--- src/rtl/dmem_arb_pkg.sv ---
// Shared definitions for the data-memory port arbiter: FSM state encoding,
// requester IDs and latency limits.
package dmem_arb_pkg;

  typedef enum logic [1:0] {
    IDLE  = 2'd0,
    ISSUE = 2'd1,
    WAIT  = 2'd2,
    RESP  = 2'd3
  } arb_state_t;

  // Requester IDs double as bit positions in the request/grant vectors.
  localparam logic OWNER_CPU = 1'b0;
  localparam logic OWNER_DBG = 1'b1;

  localparam int MAX_MEM_LATENCY = 7;
  localparam int LAT_CNT_W       = 3;

  // True when a memory latency can be tracked by the wait counter.
  function automatic logic latency_ok(input int lat);
    return (lat >= 1) && (lat <= MAX_MEM_LATENCY);
  endfunction

endpackage

--- src/rtl/dmem_port_arbiter_rr_pick2.sv ---
// rr_pick2: two-way request picker used by dmem_port_arbiter.
// Default build is round-robin: on a tie the pointer holder wins and the
// pointer moves to the loser after every grant.
// With DMEM_ARB_FIXED_PRIO_EN defined the CPU (bit 0) always wins and the
// pointer is passed through unchanged.
module rr_pick2
  import dmem_arb_pkg::*;
(
  input  logic [1:0] req,
  input  logic       ptr,
  input  logic       en,
  output logic [1:0] grant,
  output logic       next_ptr
);

  // Winner selection and pointer update for the current request pair.
  always_comb begin
    grant    = 2'b00;
    next_ptr = ptr;
    if (en) begin
`ifdef DMEM_ARB_FIXED_PRIO_EN
      if (req[OWNER_CPU]) begin
        grant = 2'b01;
      end else if (req[OWNER_DBG]) begin
        grant = 2'b10;
      end else begin
        grant = 2'b00;
      end
      next_ptr = ptr;
`else
      case (req)
        2'b01: begin
          grant    = 2'b01;
          next_ptr = OWNER_DBG;
        end
        2'b10: begin
          grant    = 2'b10;
          next_ptr = OWNER_CPU;
        end
        2'b11: begin
          if (ptr == OWNER_DBG) begin
            grant    = 2'b10;
            next_ptr = OWNER_CPU;
          end else begin
            grant    = 2'b01;
            next_ptr = OWNER_DBG;
          end
        end
        default: begin
          grant    = 2'b00;
          next_ptr = ptr;
        end
      endcase
`endif
    end else begin
      grant    = 2'b00;
      next_ptr = ptr;
    end
  end

endmodule

--- src/rtl/dmem_port_arbiter.sv ---
// dmem_port_arbiter: shares a single-ported data memory between the CPU
// load/store path and a debug/loader port. One access at a time runs through
// IDLE -> ISSUE -> WAIT -> RESP; the owner gets a one-cycle ack with its data.
// Tie-break policy is chosen by DMEM_ARB_FIXED_PRIO_EN (see rr_pick2);
// undefined gives round-robin.
module dmem_port_arbiter
  import dmem_arb_pkg::*;
#(
  parameter int ADDR_W      = 32,
  parameter int DATA_W      = 32,
  parameter int MEM_LATENCY = 1
) (
  input  logic              clk,
  input  logic              reset,
  input  logic              cpu_req,
  input  logic              cpu_we,
  input  logic [ADDR_W-1:0] cpu_addr,
  input  logic [DATA_W-1:0] cpu_wdata,
  output logic              cpu_ack,
  output logic [DATA_W-1:0] cpu_rdata,
  input  logic              dbg_req,
  input  logic              dbg_we,
  input  logic [ADDR_W-1:0] dbg_addr,
  input  logic [DATA_W-1:0] dbg_wdata,
  output logic              dbg_ack,
  output logic [DATA_W-1:0] dbg_rdata,
  output logic              mem_en,
  output logic              mem_we,
  output logic [ADDR_W-3:0] mem_addr,
  output logic [DATA_W-1:0] mem_wdata,
  input  logic [DATA_W-1:0] mem_rdata
);

  if (!latency_ok(MEM_LATENCY)) begin : g_bad_latency
    $error("dmem_port_arbiter: MEM_LATENCY must be in 1..7");
  end

  // Counter value loaded in ISSUE so that WAIT lasts exactly MEM_LATENCY cycles.
  localparam logic [LAT_CNT_W-1:0] LAT_LOAD = LAT_CNT_W'(MEM_LATENCY - 1);

  arb_state_t           state;
  arb_state_t           next_state;
  logic                 owner;
  logic                 lat_we;
  logic                 rr_ptr;
  logic [LAT_CNT_W-1:0] lat_cnt;
  logic [1:0]           req_vec;
  logic [1:0]           grant;
  logic                 next_ptr;
  logic                 pick_en;
  logic                 pick_we;
  logic [ADDR_W-3:0]    pick_addr;
  logic [DATA_W-1:0]    pick_wdata;
  logic                 unused_addr_bits;

  // Byte-offset bits are ignored: memory is word addressed.
  assign unused_addr_bits = ^{cpu_addr[1:0], dbg_addr[1:0]};

  assign req_vec = {dbg_req, cpu_req};
  assign pick_en = (state == IDLE);

  rr_pick2 u_pick (
    .req      (req_vec),
    .ptr      (rr_ptr),
    .en       (pick_en),
    .grant    (grant),
    .next_ptr (next_ptr)
  );

  // Route the granted requester's fields toward the memory-side registers.
  always_comb begin
    pick_we    = 1'b0;
    pick_addr  = '0;
    pick_wdata = '0;
    if (grant[OWNER_DBG]) begin
      pick_we    = dbg_we;
      pick_addr  = dbg_addr[ADDR_W-1:2];
      pick_wdata = dbg_wdata;
    end else if (grant[OWNER_CPU]) begin
      pick_we    = cpu_we;
      pick_addr  = cpu_addr[ADDR_W-1:2];
      pick_wdata = cpu_wdata;
    end else begin
      pick_we    = 1'b0;
      pick_addr  = '0;
      pick_wdata = '0;
    end
  end

  // FSM state register.
  always_ff @(posedge clk or posedge reset) begin
    if (reset) begin
      state <= IDLE;
    end else begin
      state <= next_state;
    end
  end

  // FSM next-state logic; grants are only taken in IDLE, never from RESP.
  always_comb begin
    next_state = state;
    case (state)
      IDLE: begin
        if (grant != 2'b00) begin
          next_state = ISSUE;
        end else begin
          next_state = IDLE;
        end
      end
      ISSUE: begin
        next_state = WAIT;
      end
      WAIT: begin
        if (lat_cnt == '0) begin
          next_state = RESP;
        end else begin
          next_state = WAIT;
        end
      end
      RESP: begin
        next_state = IDLE;
      end
      default: begin
        next_state = IDLE;
      end
    endcase
  end

  // Latch owner and access type at grant; advance the tie-break pointer.
  always_ff @(posedge clk or posedge reset) begin
    if (reset) begin
      owner  <= OWNER_CPU;
      lat_we <= 1'b0;
      rr_ptr <= OWNER_CPU;
    end else if ((state == IDLE) && (grant != 2'b00)) begin
      owner  <= grant[OWNER_DBG];
      lat_we <= pick_we;
      rr_ptr <= next_ptr;
    end else begin
      owner  <= owner;
      lat_we <= lat_we;
      rr_ptr <= rr_ptr;
    end
  end

  // Memory strobe and fields: live only during the single ISSUE cycle, 0 elsewhere.
  always_ff @(posedge clk or posedge reset) begin
    if (reset) begin
      mem_en    <= 1'b0;
      mem_we    <= 1'b0;
      mem_addr  <= '0;
      mem_wdata <= '0;
    end else if ((state == IDLE) && (grant != 2'b00)) begin
      mem_en    <= 1'b1;
      mem_we    <= pick_we;
      mem_addr  <= pick_addr;
      mem_wdata <= pick_wdata;
    end else begin
      mem_en    <= 1'b0;
      mem_we    <= 1'b0;
      mem_addr  <= '0;
      mem_wdata <= '0;
    end
  end

  // Latency counter: loaded in ISSUE, counts down through WAIT.
  always_ff @(posedge clk or posedge reset) begin
    if (reset) begin
      lat_cnt <= '0;
    end else if (state == ISSUE) begin
      lat_cnt <= LAT_LOAD;
    end else if ((state == WAIT) && (lat_cnt != '0)) begin
      lat_cnt <= lat_cnt - LAT_CNT_W'(1);
    end else begin
      lat_cnt <= lat_cnt;
    end
  end

  // Capture read data on the last WAIT cycle and pulse the owner's ack in RESP;
  // rdata registers hold their value until the owner's next access.
  always_ff @(posedge clk or posedge reset) begin
    if (reset) begin
      cpu_ack   <= 1'b0;
      dbg_ack   <= 1'b0;
      cpu_rdata <= '0;
      dbg_rdata <= '0;
    end else if ((state == WAIT) && (lat_cnt == '0)) begin
      if (owner == OWNER_DBG) begin
        cpu_ack   <= 1'b0;
        dbg_ack   <= 1'b1;
        dbg_rdata <= lat_we ? '0 : mem_rdata;
      end else begin
        cpu_ack   <= 1'b1;
        dbg_ack   <= 1'b0;
        cpu_rdata <= lat_we ? '0 : mem_rdata;
      end
    end else begin
      cpu_ack <= 1'b0;
      dbg_ack <= 1'b0;
    end
  end

endmodule
--- config.mk ---
export PLATFORM = sky130hd
export DESIGN_NAME = dmem_port_arbiter
export DESIGN_NICKNAME = d
export VERILOG_FILES = /design/src/rtl/dmem_arb_pkg.sv /design/src/rtl/dmem_port_arbiter_rr_pick2.sv /design/src/rtl/dmem_port_arbiter.sv
export SDC_FILE = /design/constraint.sdc
export NUM_CORES = 1
export LEC_CHECK = 0
export ABC_AREA = 1
export BUFFER_PORTS_ARGS = -buffer_cell sky130_fd_sc_hd__buf_2
export CAP_MARGIN = 20
export CORE_ASPECT_RATIO = 0.7
export CORE_MARGIN = 5
export CORE_UTILIZATION = 49
export CTS_CLUSTER_DIAMETER = 30
export DETAILED_ROUTE_END_ITERATION = 10
export PLACE_DENSITY = 0.86
export SETUP_SLACK_MARGIN = 0.5
export SYNTH_ARGS = -nofsm -noshare
export SYNTH_HDL_FRONTEND = slang
export SYNTH_SLANG_ARGS = --single-unit
--- constraint.sdc ---
create_clock -name clk -period 10.3 [get_ports clk]
set_input_delay 0.515 -clock clk [delete_from_list [all_inputs] [get_ports clk]]
set_output_delay 0.515 -clock clk [all_outputs]
set_load 0.02 [all_outputs]
==> impl_metrics.toml <==
[outcome]
status = "finished, final reports clean"

[placed_design]
portBuffers = 291
dp_hpwl_mm = 11.8
postPlaceCellArea_sq_um = 7270
gp_congestion = 0.823

[clocking]
holdBufCountCts = 0
tritoncts = "built"
cts_root_buf = "clkbuf_16"
clk_latency_ns = 0.41
cts_resized = 0
cts_setup_buffers = 0
cts_buffers = 17
clk_pin_slew_ns = 0.06
cts.path.max_buffers = 2
clock-sinks = 138
htreeDepth = 4

[sta]
tns_ns = 0
rsz0062_at_grt = "false"
fin_crit_sh_pct = 25.3
final-setup-viol-count = 0
worst_pin_slew_ns = 0.917
period_needed_ns = 2.60
slew_headroom_pct = 38.9
report.final.slew_viol_count = 0
clock.fmax_ghz = 0.384
finClkSkew_ns = 0.00915
hold_violations = 0

[finish]
fin_area_sq_um = 7900
finish.net_count = 1112
drive_above_1_share_pct = 35.2
syn_to_final_growth_pct = 37.2
n_antenna_cell = 0

[floorplan]
io_pins = 296
die_area_sq_um = 14000
die_h_um = 101
design.core.area_sq_um = 11600
fp.dieW_um = 140
placementRows = 33
start_util_pct = 49.6

[power]
power.switching_mw = 1.00
clkPwrFrac_pct = 26.3
p_int_mw = 1.45
p_seq_share_pct = 34.2
power_switching_share_pct = 40.9
p_comb_share_pct = 39.5
power.leakage_nw = 4.69
p_per_area_nw_per_um2 = 310
peakVddDrop_v = 0.000161

[route]
wl_mm = 16.7
vias = 5456
drc = 0
drt-initial-drc-count = 298
viasPerCell = 4.91
drtAntennaViolNets = 0
dr.pass1.iters = 5
wl_per_cell_um = 15.0

[grt]
grt_pass1_wl_mm = 26.3
overflow = 0
antenna_found_initial = 1
grt_max_degree = 76
grt_pass1_vias = 5339
grt_usage_pct = 23.5

[synth]
synth_compound_area_share_pct = 6.33
ys_ff_latch = 138
synthXorXnorAreaFrac_pct = 0
muxShareOfSynthArea_pct = 0
ys_seq_area_share_pct = 60.0
yosys.area_share.simple_pct = 25.8
synth-adder-area-share_pct = 1.09
synth_cells = 667
synth_top_family_by_area = "simple AND/OR/NAND/NOR gates"
synth_area_sq_um = 5760
synth_cell_types = 20
ys_warn_count = 0
syn_area_per_cell_sq_um = 8.63
synth_nets = 838

[critical_path]
reg2reg_to = "mem_wdata[10]$_DFF_PP0_"
start_kind = "flop"
endpoint_kind = "flop"
critPathMaxFanout = 67
required_ns = 10.63
r2r_start = "state[0]$_DFF_PP0_"
r2r.worst_path.cells = 7
crit_arrival_ns = 2.93
worst-setup-path-type = "flop to flop"
rrSetupSlack_ns = 7.70

[worst_hold_path]
hold_class = "input port to async pin"

[run]
max-cap-violations = 0
==> per-layer routing <==
metal	track usage, %	up-vias	share of wire (%)
li1	-	2632	-
met1	30.3	2542	40
met2	38.3	249	49
met3	7.35	31	8.9
met4	7.74	2	2.1
met5	0	-	0.042
==> Yosys cell counts (all sizes together) <==
cell	count	area (sq um)
a21oi	2	13.8
buf	25	155
clkbuf	17	63.8
dfrtp	138	3450
ha	5	62.6
inv	45	169
nand2	262	986
nand3	65	325
nand4	1	6.26
nor2	37	170
o21ai	70	350
==> worst max path at each step <==
stage / from / to / depth (start not counted)
5_1_grt: state[0]$_DFF_PP0_ / mem_wdata[10]$_DFF_PP0_ / 7
4_1_cts: state[0]$_DFF_PP0_ / mem_wdata[10]$_DFF_PP0_ / 7
6_report: state[0]$_DFF_PP0_ / mem_wdata[10]$_DFF_PP0_ / 7
2_1_floorplan: reset / cpu_ack$_DFF_PP0_ / 1
3_5_place_dp: state[0]$_DFF_PP0_ / mem_wdata[10]$_DFF_PP0_ / 7
3_3_place_gp: owner$_DFFE_PP0P_ / dbg_rdata[2]$_DFFE_PP0P_ / 4
==> power by group through the flow <==
stage	Combinational [mW]	Clock, mW	Sequential, mW
2_1_floorplan	0.397	0	1.07
3_3_place_gp	0.931	0	0.845
5_1_grt	1.06	0.675	0.861
3_5_place_dp	0.971	0	0.843
6_report	0.966	0.644	0.836
4_1_cts	0.976	0.651	0.837
==> layout make-up <==
cell class	instances	area (sq um)
Clock buffer	22	464
Clock inverter	10	165
Fill cell	912	3700
Inverter	45	174
Multi-Input combinational cell	442	1920
Sequential cell	138	3450
Tap cell	157	196
Timing Repair Buffer	297	1520
==> cell usage in the layout, fill, tap and decap left out, types with 2 or more instances in the layout <==
cell        instances
buf_4               5
o21ai_0            47
clkbuf_1            3
ha_1                4
inv_1              41
inv_6               2
nor2_1             34
nor2_4              2
bufinv_16           4
nand3_1            65
nand2_1           261
dfrtp_1           138
clkbuf_16          17
buf_2             291
inv_2               3
o21ai_1            23
clkbuf_8            2
clkinvlp_4          3
==> critical path, cell delays in order (launching register included) <==
cell	delay (ns)
dfrtp_1	0.37
inv_1	0.08
ha_2	0.16
buf_4	0.53
inv_1	0.25
nor2_8	0.69
nand2_1	0.22
nand2_1	0.14
==> logic make-up after synthesis <==
family | count (synthesis)
AO/OA/AOI/OAI | 72
buffers and inverters | 87
adder cells (fa/ha/maj) | 5
AND/OR/NAND/NOR | 365
flip-flops | 138
==> registers in the layout, indices dropped and copies added (netlist names) <==
signal and cells:
state 2, cpu_ack 1, mem_we 1, dbg_ack 1, cpu_rdata 32, mem_addr 30, mem_en 1, dbg_rdata 32
lat_cnt 3, lat_we 1, mem_wdata 32, owner 1, rr_ptr 1
==> per-stage QoR <==
stage | util [%] | total power, mW | setup WS (ns) | std cells | hold WS (ns)
finish | 68.1 | 2.45 | 7.70 | 1111 | 0.162
global route | 68.1 | 2.60 | 7.51 | 1111 | 0.206
CTS | 68.1 | 2.46 | 7.74 | 1111 | 0.185
detailed placement | 62.7 | 1.81 | 7.76 | 1079 | 0.465
global placement | 62.4 | 1.78 | 7.54 | 1078 | 0.459
floorplan | - | 1.47 | 6.09 | 667 | 0.507
Power figures use the tool's default switching activity.
